## src/rtl/chacha_feeder_pkg.sv

```systemverilog
// Shared sizes, FSM state encoding and block metadata for the ChaCha stream feeder.
package chacha_feeder_pkg;
   localparam int BLK_WORDS = 16;
   localparam int WORD_W    = 32;
   localparam int BLK_W     = BLK_WORDS * WORD_W;
   localparam int TAG_W     = 128;

   typedef enum logic [3:0] {
      IDLE, INIT, WAIT_RDY, NEXT, WAIT_VALID, CAPTURE, NEXT_BLK, DONE, WAIT_TAG
   } feeder_state_e;

   typedef struct packed {
      logic [4:0] n;
      logic       last;
   } blk_meta_t;
endpackage

```

## src/rtl/chacha_word_buf.sv

```systemverilog
// 16-word block buffer. Pack mode fills MSB-first word by word; unpack mode
// loads a whole block and drains it from the top, meta.n counting words left.
module chacha_word_buf
   import chacha_feeder_pkg::*;
#(
   parameter bit UNPACK = 1'b0
) (
   input  logic              clk,
   input  logic              rst,
   input  logic              clr,
   input  logic              push,
   input  logic [WORD_W-1:0] push_data,
   input  logic              push_last,
   input  logic              load,
   input  logic [BLK_W-1:0]  load_data,
   input  blk_meta_t         load_meta,
   input  logic              pop,
   output logic              full,
   output logic [BLK_W-1:0]  blk,
   output blk_meta_t         meta
);
   generate
      if (UNPACK) begin : g_unpack
         logic unused_pack;
         assign unused_pack = ^{push, push_data, push_last};

         always_ff @(posedge clk) begin
            if (rst || clr || (pop && full && meta.n == 5'd1)) begin
               full <= 1'b0;
               blk  <= '0;
               meta <= '0;
            end else if (load && !full) begin
               full <= 1'b1;
               blk  <= load_data;
               meta <= load_meta;
            end else if (pop && full) begin
               blk    <= blk << WORD_W;
               meta.n <= meta.n - 5'd1;
            end
         end
      end else begin : g_pack
         logic unused_unpack;
         assign unused_unpack = ^{load, load_data, load_meta};

         // Clearing on pop keeps the words past a short block at zero.
         always_ff @(posedge clk) begin
            if (rst || clr || (pop && full)) begin
               full <= 1'b0;
               blk  <= '0;
               meta <= '0;
            end else if (push && !full) begin
               blk[BLK_W-1-WORD_W*int'(meta.n[3:0]) -: WORD_W] <= push_data;
               meta.n    <= meta.n + 5'd1;
               meta.last <= push_last;
               full      <= push_last || meta.n == 5'(BLK_WORDS - 1);
            end
         end
      end
   endgenerate
endmodule

```

## src/rtl/chacha_stream_feeder.sv

```systemverilog
// Word-stream front end for chacha20_poly1305_core: packs blocks, sequences
// init/next/done, unpacks results. CHACHA_FEEDER_STATS_EN adds block/stall counters.
module chacha_stream_feeder
   import chacha_feeder_pkg::*;
#(
   parameter int TIMEOUT_CYCLES = 50000
) (
   input  logic              clk,
   input  logic              rst,
   input  logic              s_valid,
   output logic              s_ready,
   input  logic [WORD_W-1:0] s_data,
   input  logic              s_last,
   input  logic              s_encdec,
   output logic              m_valid,
   input  logic              m_ready,
   output logic [WORD_W-1:0] m_data,
   output logic              m_last,
   output logic              core_init,
   output logic              core_next,
   output logic              core_done,
   output logic              core_encdec,
   output logic [BLK_W-1:0]  core_data_in,
   input  logic              core_ready,
   input  logic              core_valid,
   input  logic              core_tag_ok,
   input  logic [BLK_W-1:0]  core_data_out,
   input  logic [TAG_W-1:0]  core_tag,
   output logic              tag_valid,
   output logic [TAG_W-1:0]  tag,
   output logic              err_timeout
`ifdef CHACHA_FEEDER_STATS_EN
   ,
   output logic [31:0]       blk_count,
   output logic [31:0]       stall_count
`endif
);
   feeder_state_e    state;
   blk_meta_t        ib_meta, ob_meta, cur_meta;
   logic [BLK_W-1:0] ib_blk, ob_blk;
   logic             ib_full, ob_full, push, handoff, ob_load, ob_pop, abort, waiting;
   logic             cap_done, msg_start, enc_pend;
   logic [31:0]      tmo_cnt;
   logic             unused_ob;

   assign waiting = state inside {WAIT_RDY, WAIT_VALID, WAIT_TAG};
   assign abort   = waiting && tmo_cnt == 32'(TIMEOUT_CYCLES - 1);
   assign s_ready = !rst && !ib_full && !abort;
   assign push    = s_valid && s_ready;
   assign handoff = (state == IDLE || state == NEXT_BLK) && ib_full;
   // Capture straight out of WAIT_VALID when out_buf is free; CAPTURE only retries.
   assign ob_load = !ob_full && !abort &&
                    ((state == WAIT_VALID && core_valid) || (state == CAPTURE && !cap_done));

   assign m_valid   = ob_full;
   assign m_data    = ob_blk[BLK_W-1 -: WORD_W];
   assign m_last    = ob_full && ob_meta.last && ob_meta.n == 5'd1;
   assign ob_pop    = ob_full && m_ready;
   assign unused_ob = ^ob_blk[BLK_W-WORD_W-1:0];

   chacha_word_buf #(.UNPACK(1'b0)) u_in_buf (
      .clk(clk), .rst(rst), .clr(abort),
      .push(push), .push_data(s_data), .push_last(s_last),
      .load(1'b0), .load_data('0), .load_meta('0),
      .pop(handoff), .full(ib_full), .blk(ib_blk), .meta(ib_meta)
   );

   chacha_word_buf #(.UNPACK(1'b1)) u_out_buf (
      .clk(clk), .rst(rst), .clr(abort),
      .push(1'b0), .push_data('0), .push_last(1'b0),
      .load(ob_load), .load_data(core_data_out), .load_meta(cur_meta),
      .pop(ob_pop), .full(ob_full), .blk(ob_blk), .meta(ob_meta)
   );

   always_ff @(posedge clk) begin
      if (rst) begin
         state        <= IDLE;
         core_init    <= 1'b0;
         core_next    <= 1'b0;
         core_done    <= 1'b0;
         core_encdec  <= 1'b0;
         core_data_in <= '0;
         cur_meta     <= '0;
         tag          <= '0;
         tag_valid    <= 1'b0;
         err_timeout  <= 1'b0;
         tmo_cnt      <= '0;
         cap_done     <= 1'b0;
         msg_start    <= 1'b1;
         enc_pend     <= 1'b0;
      end else begin
         core_init <= 1'b0;
         core_next <= 1'b0;
         core_done <= 1'b0;
         tag_valid <= 1'b0;
         // Wait states are always entered from a one-cycle state, so this restarts per entry.
         tmo_cnt   <= waiting ? tmo_cnt + 32'd1 : '0;
         if (push && msg_start) enc_pend <= s_encdec;
         if (push) msg_start <= s_last;
         if (handoff) begin
            core_data_in <= ib_blk;
            cur_meta     <= ib_meta;
         end
         if (abort) begin
            err_timeout <= 1'b1;
            state       <= IDLE;
            cap_done    <= 1'b0;
            msg_start   <= 1'b1;
         end else begin
            case (state)
               IDLE: if (handoff) begin
                  state       <= INIT;
                  core_init   <= 1'b1;
                  core_encdec <= enc_pend;
               end
               INIT: state <= WAIT_RDY;
               WAIT_RDY: if (core_ready) begin
                  state     <= NEXT;
                  core_next <= 1'b1;
               end
               NEXT: state <= WAIT_VALID;
               WAIT_VALID: if (core_valid) begin
                  state    <= CAPTURE;
                  cap_done <= ob_load;
               end
               CAPTURE: if (cap_done || ob_load) begin
                  cap_done  <= 1'b0;
                  state     <= cur_meta.last ? DONE : NEXT_BLK;
                  core_done <= cur_meta.last;
               end
               NEXT_BLK: if (handoff) begin
                  state     <= NEXT;
                  core_next <= 1'b1;
               end
               DONE: state <= WAIT_TAG;
               WAIT_TAG: if (core_tag_ok) begin
                  state     <= IDLE;
                  tag       <= core_tag;
                  tag_valid <= 1'b1;
               end
               default: state <= IDLE;
            endcase
         end
      end
   end

`ifdef CHACHA_FEEDER_STATS_EN
   always_ff @(posedge clk) begin
      if (rst) begin
         blk_count   <= '0;
         stall_count <= '0;
      end else begin
         if (ob_load) blk_count <= blk_count + 32'd1;
         if (state == CAPTURE && !cap_done && ob_full) stall_count <= stall_count + 32'd1;
      end
   end
`endif
endmodule

```

## config.mk

```make
export PLATFORM = sky130hd
export DESIGN_NAME = chacha_stream_feeder
export DESIGN_NICKNAME = d
export VERILOG_FILES = /design/src/rtl/chacha_feeder_pkg.sv /design/src/rtl/chacha_word_buf.sv /design/src/rtl/chacha_stream_feeder.sv
export SDC_FILE = /design/constraint.sdc
export NUM_CORES = 2
export LEC_CHECK = 0
export ABC_AREA = 1
export CORE_AREA = 5 5 534 536
export DETAILED_ROUTE_END_ITERATION = 8
export DIE_AREA = 0 0 539 541
export PLACE_DENSITY_LB_ADDON = 0.05
export SLEW_MARGIN = 20
export SYNTH_ARGS = -nofsm -noshare
export SYNTH_HDL_FRONTEND = slang
export SYNTH_HIERARCHICAL = 1
export SYNTH_SLANG_ARGS = --single-unit
```

## constraint.sdc

```tcl
create_clock -name clk -period 3.4 [get_ports clk]
set_clock_uncertainty 0.05 [all_clocks]
set_input_delay 1.02 -clock clk [delete_from_list [all_inputs] [get_ports clk]]
set_output_delay 1.02 -clock clk [all_outputs]
set_load 0.01 [all_outputs]
```

# After elaboration in Yosys (flattened, before gate mapping)
# Cells that the tools add are included.
dict set report classes {
  n_addsub 5
  eq_ne 17
  n_shift 2
  n_mux 20
  bitwise 6
  reduce_logical 43
}
# op count
set op_table {}
lappend op_table {{two-way mux 512 bit} 2}
lappend op_table {{variable shift 32 x 33 -> 543 bit, first input constant} 1}
lappend op_table {{indexed part select 32 x 33 -> 543 bit} 1}
lappend op_table {{bitwise mux 512 bit} 1}
lappend op_table {{case mux 4 bit (9 select lines)} 1}
lappend op_table {{negation 32 -> 33 bit} 1}
lappend op_table {{adder 32 x 1 -> 32 bit, second input constant} 1}
lappend op_table {{equality test 32 x 16 -> 1 bit, second input constant} 1}
lappend op_table {{two-way mux 4 bit} 6}
lappend op_table {{logical AND 1 bit} 18}
lappend op_table {{equality test 4 x 3 -> 1 bit, second input constant} 4}
lappend op_table {{two-way mux 5 bit} 2}
lappend op_table {{subtractor 9 x 9 -> 10 bit, first input constant} 1}
lappend op_table {{AND reduction 3 bit} 3}
lappend op_table {{equality test 4 x 2 -> 1 bit, second input constant} 2}
lappend op_table {{logical OR 1 bit} 7}
lappend op_table {{two-way mux 1 bit} 6}
lappend op_table {{inequality test 2 x 1 -> 1 bit, second input constant} 3}
lappend op_table {{inequality test 2 bit, second input constant} 3}
lappend op_table {{NOT 1 bit} 6}
lappend op_table {{AND reduction 6 bit} 1}
lappend op_table {{OR reduction 3 bit} 2}
lappend op_table {{adder 5 x 1 -> 5 bit, second input constant} 1}
lappend op_table {{equality test 5 x 1 -> 1 bit, second input constant} 1}
lappend op_table {{11 further kinds} 18}
dict set report word_totals {
  register_bits 1729
  output_inout_bits 681
  word_cells 116
}

# Logic depth before layout (Yosys ltp)
dict set report depth {
  ltp_word 9
  mapped_depth 18
  mapped_depth_nobuf 16
}

# By module
# Netlist, hierarchy kept.
# module instances cells_each area_each_um2 seq_area_each_um2
set modules_own_cells {}
lappend modules_own_cells {chacha_stream_feeder 1 3568 27316.2 13833.3}
lappend modules_own_cells {{chacha_word_buf at u_out_buf} 1 3353 22783.1 10390.0}
lappend modules_own_cells {{chacha_word_buf at u_in_buf} 1 2988 20769.9 10390.0}

# Worst setup path after synthesis
# No wires, ideal clock.
dict set report synth_timing {
  kind {input -> register}
  startpoint {in rst}
  endpoint {reg u_in_buf.blk[450]}
  t_arrival_ns 2.532
  path_slack_ns 0.705
  path_stages 14
  n_path_buf 4
  path_cell_list {clkbuf_1 -> nor2_1 -> nand2_1 -> inv_1 -> nand2_1 -> inv_1 -> nand2_1 -> buf_4 -> nor2_4 -> buf_4 -> buf_2 -> nand3_1 -> nand2_1 -> nor2_1}
}
dict set report synth_between {
  elab_chain_cells 5
  word_cells_on_any_way 7
  classes_between {reduce/logical: 7}
}
# item line
set synth_lines {}
lappend synth_lines {{start: declaration} chacha_stream_feeder.sv:9} ;# input logic rst,
lappend synth_lines {{zero test 1 bit} chacha_stream_feeder.sv:48} ;# assign s_ready = !rst && !ib_full && !abort;
lappend synth_lines {{logical AND 1 bit (2 in a row)} chacha_stream_feeder.sv:48}
lappend synth_lines {{via s_ready} chacha_stream_feeder.sv:11} ;# output logic s_ready,
lappend synth_lines {{logical AND 1 bit} chacha_stream_feeder.sv:49} ;# assign push = s_valid && s_ready;
lappend synth_lines {{via push} chacha_stream_feeder.sv:41} ;# logic ib_full, ob_full, push, handoff, ob_load, ob_pop, abort, waiting;
lappend synth_lines {{logical AND 1 bit} chacha_word_buf.sv:51} ;# end else if (push && !full) begin
lappend synth_lines {{end signal: indexed assignment} chacha_word_buf.sv:52} ;# blk[BLK_W-1-WORD_W*int'(meta.n[3:0]) -: WORD_W] <= push_data;
lappend synth_lines {{end: declaration} chacha_word_buf.sv:19} ;# output logic [BLK_W-1:0] blk,
# The timed path passes the listed nets, and every way through them passes these cells.
# A chain may end at the register's enable or synchronous reset.

# Worst setup path in the final report
dict set report layout_timing {
  startpoint {reg tmo_cnt[25]}
  endpoint {out s_ready}
}
dict set report layout_between {
  elab_chain_cells 4
}
# item line
set layout_lines {}
lappend layout_lines {{start: declaration} chacha_stream_feeder.sv:43} ;# logic [31:0] tmo_cnt;
lappend layout_lines {{start signal: assignment} chacha_stream_feeder.sv:97} ;# tmo_cnt <= waiting ? tmo_cnt + 32'd1 : '0;
lappend layout_lines {{equality test 32 x 16 -> 1 bit} chacha_stream_feeder.sv:47} ;# assign abort = waiting && tmo_cnt == 32'(TIMEOUT_CYCLES - 1);
lappend layout_lines {{logical AND 1 bit} chacha_stream_feeder.sv:47}
lappend layout_lines {{zero test 1 bit} chacha_stream_feeder.sv:48}
lappend layout_lines {{logical AND 1 bit} chacha_stream_feeder.sv:48}
lappend layout_lines {{end: declaration} chacha_stream_feeder.sv:11}
# No other way between the ends.

==> out/metrics.cfg <==
[run_status]
status = completed

[setup_path]
path_buf_inv = 4
regToRegStartpoint = state[0]
cp.arrival_ns = 2.22
startpoint_type = flip-flop
max_stage_delay_ns = 0.34
rr_endpoint = u_in_buf/blk[315]
end_kind = output port
worstSetupPathType = reg -> out
cp_max_fo = 6
required_ns = 2.33
startpoint = tmo_cnt[25]
crit_slowest_cell = dfxtp_1
crit_family = simple AND/OR/NAND/NOR gates
path_cells = inv_1 -> nand2_1 -> nor2_1 -> nand2_1 -> nor2_2 -> nand3_4 -> nand2_2 -> inv_2 -> buf_6 -> buf_6
reg2reg_slack_ns = 0.20
reg2reg_depth = 15

[synth]
synth_fp_nets = 10600
avgSynthCellArea_um2 = 7.152
synth_warnings = 6
synthCells = 9908
syn_area_um2 = 70870

[finish]
final_common_cell = nor2_1
postLayoutCellArea_um2 = 96100
final_nets = 11710
final_cells = 14930
multiInputGateArea_um2 = 31480
area_growth_pct = 35.62
seq_area_um2 = 34620
nFillCells = 30060
final_cell_mix = nor2_1, nand2_1, dfxtp_1, clkdlybuf4s50_1, a21oi_1
layout-drive-gt1-share_pct = 7.264

[drt]
wl_um = 349700
via_per_inst = 4.686
vias = 69970
drcViolationCount = 0
drtIter0Drc = 4870
drt_pass1_iterations = 5
wl_per_cell_um = 23.41
ant_nets = 0

[clock_tree]
cts.path.max_buffers = 4
cts_buffers = 217
cts_tree = yes
htree_levels = 4
clk_pin_slew_worst_paths_ns = 0.06
root_buffer = clkbuf_16
clk-insertion-delay-late_ns = 0.85
cts_hold_buf = 0
clkSinkCount = 1729

[global_route]
grt_pass1_vias = 68010
grt_max_degree = 216
grt_pass1_wl_um = 496100
grt-ovfl-total = 0
grtUsageTotal_pct = 22.77
antenna_found_initial = 36

[floorplan]
die_y_um = 541
die_w_um = 539
io_pins = 1362
start_util_pct = 25.28
coreArea_um2 = 280300
rows = 195
fp.dieArea_um2 = 291600

[sta]
rsz0062_at_grt = yes
finalCritPeriodShare_pct = 96.87
finalMaxSlewViolations = 0
fmax_ghz = 0.3036
period_minus_slack_ns = 3.294
hold_violations = 0
tightest_slew_ns = 1.216
maxSlewHeadroom_pct = 18.93
setup_viol = 0

[placed_design]
place.gp.congestion = 0.8383
dp.cells = 14540
portBuffers = 1361
place_area_um2 = 89150
dp_hpwl_um = 252000

[min_path]
hp-class = reg -> reg
hold_depth = 2
min-delay-start = u_in_buf/blk[132]
holdPathEnd = core_data_in[132]

[power]
leakagePower_uw = 0.03480
power_density_nw_per_um2 = 523.0
vdd_drop_max_v = 0.0003846

[job]
cap_violations = 0

[worst register-to-register path, delay by kind of cell, from the launching register on]
kind,cells,cell delay [ns]
and+or+nand+nor,9,1.30
buffers and inverters,6,1.28
DFF,1,0.44
[timing repair]
action,in CTS,in global routing
setup buffers,4,1
endpoints found under the hold margin,0,0
gates cloned,0,1
resized for setup,24,1
setup endpoints to repair,11,27
pin swaps,5,4
[through the flow]
| stage | TNS (ns) | util, % | hold WS, ns | worst slack, ns | total power (µW) |
|---|---|---|---|---|---|
| after floorplan | 0 | - | 0.3676 | 0.7055 | 24950 |
| after global placement | -26.71 | 31.80 | 0.3797 | -0.2733 | 28300 |
| after detailed placement | -18.48 | 31.80 | 0.3938 | -0.1906 | 28310 |
| after CTS | -0.02694 | 34.25 | 0.3976 | -0.02694 | 51170 |
| after global routing | -0.04820 | 34.27 | 0.4155 | -0.04820 | 52500 |
| final | 0 | 34.28 | 0.3924 | 0.1064 | 50260 |
[how the worst max path moves through the flow]
stage,endpoint,slack [ns],cells past startpoint
finish,s_ready,0.11,10
floorplan,u_in_buf/blk[450],0.71,14
global placement,u_in_buf/blk[149],-0.27,12
detailed placement,u_in_buf/blk[131],-0.19,9
global route,s_ready,-0.05,10
CTS,s_ready,-0.03,10
[per-layer routing]
metal  up-vias  share of wire (%)  global-route usage [%]
met1     33320                 45                   29.99
met4        22                4.1                   8.494
li1      34250                  -                       -
met2      1944                 45                   36.77
met3       444                5.9                   4.612
met5         -              0.037                       0
[power by group]
group	leakage (µW)	internal [µW]	switching (µW)
Sequential	0.0139	20600	244
Clock	0.00333	13200	9260
Combinational	0.0175	2510	4470
Total	0.0348	36300	14000
[state kept, by name (all words and copies together), names as in the netlist, 4 cells and up]
name / flops
core_data_in: 512
u_in_buf/blk: 512
u_out_buf/blk: 512
tag: 128
tmo_cnt: 32
cur_meta: 6
u_in_buf/meta: 6
u_out_buf/meta: 6
state: 4
[area by class of cell]
cell class / count / share of cell area [%]
sequential: 1729 / 36.03
multi-input combinational: 7113 / 32.76
timing repair buffer: 1682 / 18.14
clock buffer: 334 / 6.629
tap: 3743 / 4.873
inverter: 278 / 1.117
clock inverter: 42 / 0.4218
antenna: 13 / 0.03385
(Power assumes the default switching activity.)
